--- config.mk ---
export PLATFORM = sky130hd
export DESIGN_NAME = program_loader
export DESIGN_NICKNAME = d
export VERILOG_FILES = /design/src/rtl/program_loader.sv
export SDC_FILE = /design/constraint.sdc
export NUM_CORES = 1
export LEC_CHECK = 0
export ABC_AREA = 1
export ABC_CLOCK_PERIOD_IN_PS = 3600
export BUFFER_PORTS_ARGS = -buffer_cell sky130_fd_sc_hd__buf_2
export CAP_MARGIN = 40
export CORE_MARGIN = 5
export CORE_UTILIZATION = 50
export DETAILED_ROUTE_END_ITERATION = 16
export GPL_ROUTABILITY_DRIVEN = 1
export PLACE_DENSITY = 0.77
export SETUP_SLACK_MARGIN = 0.15
export SLEW_MARGIN = 20
export SYNTH_ARGS = -nofsm -noshare
export SYNTH_HDL_FRONTEND = slang
export SYNTH_SLANG_ARGS = --single-unit
--- constraint.sdc ---
create_clock -name clk -period 3.6 [get_ports clk]
set_input_delay 0.54 -clock clk [delete_from_list [all_inputs] [get_ports clk]]
set_output_delay 0.54 -clock clk [all_outputs]
set_load 0.02 [all_outputs]
--- src/rtl/program_loader.sv ---
// Boot loader: fills the CPU RAM from the external pins, one byte per strobe,
// owning the shared bus and MAR/RAM strobes and holding the CPU in reset until done.
module program_loader #(
  parameter int ADDR_WIDTH = 4,
  parameter int DATA_WIDTH = 8
) (
  input  logic                  clk,
  input  logic                  rst_n,
  input  logic                  start,
  input  logic                  wr_strobe,
  input  logic                  stop,
  input  logic [DATA_WIDTH-1:0] data_in,
  output logic [DATA_WIDTH-1:0] bus_out,
  output logic                  bus_oe,
  output logic                  n_load_addr,
  output logic                  n_load_data,
  output logic                  n_ce,
  output logic                  n_lr,
  output logic                  cpu_hold,
  output logic                  busy,
  output logic [ADDR_WIDTH-1:0] addr,
  output logic                  overrun
);

  typedef enum logic [2:0] {
    S_IDLE,
    S_WAIT_BYTE,
    S_ADDR,
    S_DATA,
    S_WRITE,
    S_DONE
  } state_e;

  state_e                state_q, state_d;
  logic [1:0]            start_sync_q, strobe_sync_q, stop_sync_q;
  logic                  start_prev_q, strobe_prev_q;
  logic                  start_edge_q, strobe_edge_q;
  logic [ADDR_WIDTH-1:0] addr_q, addr_d;
  logic [DATA_WIDTH-1:0] byte_q, byte_d;
  logic                  overrun_q, overrun_d;
  logic                  cpu_hold_q;
  logic                  stop_s;

  assign stop_s = stop_sync_q[1];

  // Two-flop synchronizers, a third flop for edge detection, and a registered edge pulse.
  always_ff @(posedge clk or negedge rst_n) begin
    if (!rst_n) begin
      start_sync_q  <= '0;
      strobe_sync_q <= '0;
      stop_sync_q   <= '0;
      start_prev_q  <= 1'b0;
      strobe_prev_q <= 1'b0;
      start_edge_q  <= 1'b0;
      strobe_edge_q <= 1'b0;
    end else begin
      start_sync_q  <= {start_sync_q[0], start};
      strobe_sync_q <= {strobe_sync_q[0], wr_strobe};
      stop_sync_q   <= {stop_sync_q[0], stop};
      start_prev_q  <= start_sync_q[1];
      strobe_prev_q <= strobe_sync_q[1];
      start_edge_q  <= start_sync_q[1] & ~start_prev_q;
      strobe_edge_q <= strobe_sync_q[1] & ~strobe_prev_q;
    end
  end

  always_ff @(posedge clk or negedge rst_n) begin
    if (!rst_n) begin
      state_q    <= S_IDLE;
      addr_q     <= '0;
      byte_q     <= '0;
      overrun_q  <= 1'b0;
      cpu_hold_q <= 1'b1;
    end else begin
      state_q    <= state_d;
      addr_q     <= addr_d;
      byte_q     <= byte_d;
      overrun_q  <= overrun_d;
      cpu_hold_q <= (state_d != S_DONE);
    end
  end

  always_comb begin
    state_d     = state_q;
    addr_d      = addr_q;
    byte_d      = byte_q;
    overrun_d   = overrun_q;
    bus_out     = '0;
    bus_oe      = 1'b0;
    n_load_addr = 1'b1;
    n_load_data = 1'b1;
    n_ce        = 1'b1;
    n_lr        = 1'b1;

    unique case (state_q)
      S_IDLE, S_DONE: begin
        if (start_edge_q) begin
          state_d   = S_WAIT_BYTE;
          addr_d    = '0;
          overrun_d = 1'b0;
        end
      end
      S_WAIT_BYTE: begin
        // stop wins over a coincident strobe; that byte is dropped
        if (stop_s) begin
          state_d = S_DONE;
        end else if (strobe_edge_q) begin
          byte_d  = data_in;
          state_d = S_ADDR;
        end
      end
      S_ADDR: begin
        bus_out     = DATA_WIDTH'(addr_q);
        bus_oe      = 1'b1;
        n_load_addr = 1'b0;
        state_d     = S_DATA;
        if (strobe_edge_q) overrun_d = 1'b1;
      end
      S_DATA: begin
        bus_out     = byte_q;
        bus_oe      = 1'b1;
        n_load_data = 1'b0;
        state_d     = S_WRITE;
        if (strobe_edge_q) overrun_d = 1'b1;
      end
      S_WRITE: begin
        n_ce   = 1'b0;
        n_lr   = 1'b0;
        addr_d = addr_q + ADDR_WIDTH'(1);
        if (addr_q == {ADDR_WIDTH{1'b1}}) state_d = S_DONE;
        else                              state_d = S_WAIT_BYTE;
        if (strobe_edge_q) overrun_d = 1'b1;
      end
      default: state_d = S_IDLE;
    endcase
  end

  assign busy     = (state_q != S_IDLE) && (state_q != S_DONE);
  assign cpu_hold = cpu_hold_q;
  assign addr     = addr_q;
  assign overrun  = overrun_q;

endmodule

==> results.cfg <==
[run_status]
status = finished clean

[job]
maxCapViolCount = 0

[floorplanning]
die_h_um = 57.8
rows = 17
ios = 33
initial_utilization_pct = 52.2
die-area_mm2 = 0.00334
dieWidth_um = 57.8
core-area_mm2 = 0.00219

[route]
via_per_inst = 5.11
dr.pass1.iters = 4
wl_per_cell_um = 11.9
finalWirelength_um = 2200
drt-initial-drc-count = 22
drt_drc_violations_left = 0
ant_nets = 0
vias = 945

[timing]
rsz0062_at_grt = false
fmax_mhz = 449
hold_viol_final = 0
final.min_clock_period_ns = 2.23
worstMarginPinSlew_ns = 0.579
drv_slew = 0
max-slew-margin-rel_pct = 61.4
period_share_pct = 61.9
setup_tns_ns = 0
clock_skew_ns = 0.00268
setup_violations = 0

[setup_path]
worstSetupStartpointType = flip-flop
worst_ep_required_time_ns = 3.06
cp_top_family = flip-flops
crit_type = flip-flop to output pin
cp_slowest_cell = dfrtp_1
cpPeakStageDelay_ns = 0.56
crit_buf_inv = 2
crit_fanout = 9
endpoint_kind = output pin
cp_cell_sequence = inv_2 > nor2_2 > nand2_1 > o21ai_0 > buf_2
arrival_ns = 1.69

[pwr]
netSwitchingFraction_pct = 40.3
p_sw_uw = 363
p_clk_share_pct = 13.5
p_leak_nw = 0.733
p_int_uw = 538
power.share.sequential_pct = 48.9
power.density_mw_per_mm2 = 673
p_comb_share_pct = 37.6
vdd_drop_max_mv = 0.353

[synth]
synth_area_leaders = dfrtp_1 (57%), inv_1 (6.6%), nand2_1 (6.2%), o21ai_0 (5.3%), nor2_1 (3.9%)
synth-edff-count = 0
async_flop_share_pct = 100
ys_ff_latch = 27
yosys-top-cells-count = dfrtp_1 (26), inv_1 (20), nand2_1 (19)
synth_top_area_cell = dfrtp_1
synth_warnings = 0
synth_top_area_share_pct = 56.9
syn_area_mm2 = 0.00114
synth.distinct_cells = 18
syn_nets = 138
synth_area_per_cell_um2 = 9.22
yosysMostFrequentCell = dfrtp_1
synth_cells = 124
synth_flop_cell = dfrtp_1
synth-seq-area-share_pct = 59.2

[placement]
routabilityCongestion = 0.843
numPortBuffers = 32
dp.cells = 181
dp.final_hpwl_um = 1730

[worst_hold_path]
min-delay-path-class = primary input to asynchronous set/reset pin

[clocking]
cts_made_buffers = 3
h-tree-depth = 1
cts_tree = yes
clk_pin_slew_ns = 0.13
clock_path_buffers = 2
cts_resized = 0
cts_hold_buffers = 0
clock-root-buffer = clkbuf_4
clkSinkCount = 27
post_cts_buffers = 0
clk-insertion-delay-late_ns = 0.30

[cells_and_area]
area_delta_synth_final_pct = 17.1
antennaDiodeCount = 0
final_nets = 172
fillers = 196
drive_gt1_share_pct = 26.8
stdcell_count = 185

[global_routing]
grt_max_degree = 28
track_usage_pct = 15.0
grt_overflow_total = 0
antenna_found_initial = 0
grt_pass1_wl_um = 4020
first_global_vias = 963
[flip-flops by register name (all words and copies together) (netlist names)]
register	cells
start_edge_q	1
overrun	1
byte_q	8
start_prev_q	1
stop_sync_q	2
start_sync_q	2
strobe_edge_q	1
cpu_hold	1
strobe_prev_q	1
state_q	3
addr	4
strobe_sync_q	2
[layer usage]
layer  wire length, um  up-vias  track usage (%)
met5                 0        -                0
met4                45        0             8.28
met3               174        6             2.90
met2              1100       42             25.8
met1               873      432             17.3
li1                  -      465                -
[kinds of logic (layout without fill, tap and decap cells)]
family,after synthesis,in the layout,share of synthesized area (%)
and+or+nand+nor,49,49,20.6
DFF,27,27,59.2
buffers and inverters,25,58,9.52
AOI/OAI and AO/OA,22,22,9.63
adders and majority gates,1,1,1.09
[cell usage in the layout, fill, tap and decap left out]
cell      count
nor2_1       12
o21ai_0      12
dfrtp_1      26
ha_1          1
nand3_4       1
nor2_2        1
nand4_1       6
inv_2         2
clkbuf_4      3
nor2_4        1
nand3_1       8
nand2_2       1
clkbuf_1      1
buf_2        32
o21ai_1       4
inv_1        20
nand2_1      19
a21oi_1       6
dfstp_2       1
[stage by stage]
stage          power (mW)  hold WS [ns]  utilization (%)  instance area (um2)  worst slack [ns]
2_1_floorplan       0.688         0.244                -                 1140              1.47
3_3_place_gp        0.768         0.334             59.9                 1310              1.84
3_5_place_dp        0.788         0.338             59.9                 1310              1.74
4_1_cts             0.911         0.221             61.1                 1340              1.37
5_1_grt             0.978         0.232             61.1                 1340              1.22
6_report            0.900         0.212             61.1                 1340              1.37
[worst paths after layout]
path	slack [ns]	end	start	cells after the start
min	0.21	overrun	rst_n	1
min reg2reg	0.37	start_sync_q[1]	start_sync_q[0]	0
min in group clk	0.33	start_sync_q[0]	start	1
max in group asynchronous	3.01	start_sync_q[1]	rst_n	1
max	1.37	bus_out[2]	state_q[1]	5
max reg2reg	2.24	cpu_hold	state_q[0]	6
[power by group through the flow]
stage / Combinational [mW] / Sequential, mW / Clock [mW]
4_1_cts: 0.342 / 0.440 / 0.130
2_1_floorplan: 0.237 / 0.451 / 0
3_5_place_dp: 0.341 / 0.446 / 0
3_3_place_gp: 0.325 / 0.442 / 0
5_1_grt: 0.387 / 0.450 / 0.142
6_report: 0.339 / 0.440 / 0.122
[layout make-up]
class	count	area, um2	share of cell area (%)
flip-flops and latches	27	677	50.6
inverters	22	82.6	6.17
well taps	28	35.0	2.62
repair buffers	32	160	12.0
clock buffers	4	26.3	1.96
multi-input cells	72	358	26.7
[worst register-to-register path, cell delays in order (launching register included)]
cell and delay [ns]:
dfrtp_1 0.44, inv_1 0.15, nand2_1 0.15, nor2_1 0.26
nand4_1 0.14, nand3_1 0.12, nand2_1 0.06
(Power assumes the default switching activity.)
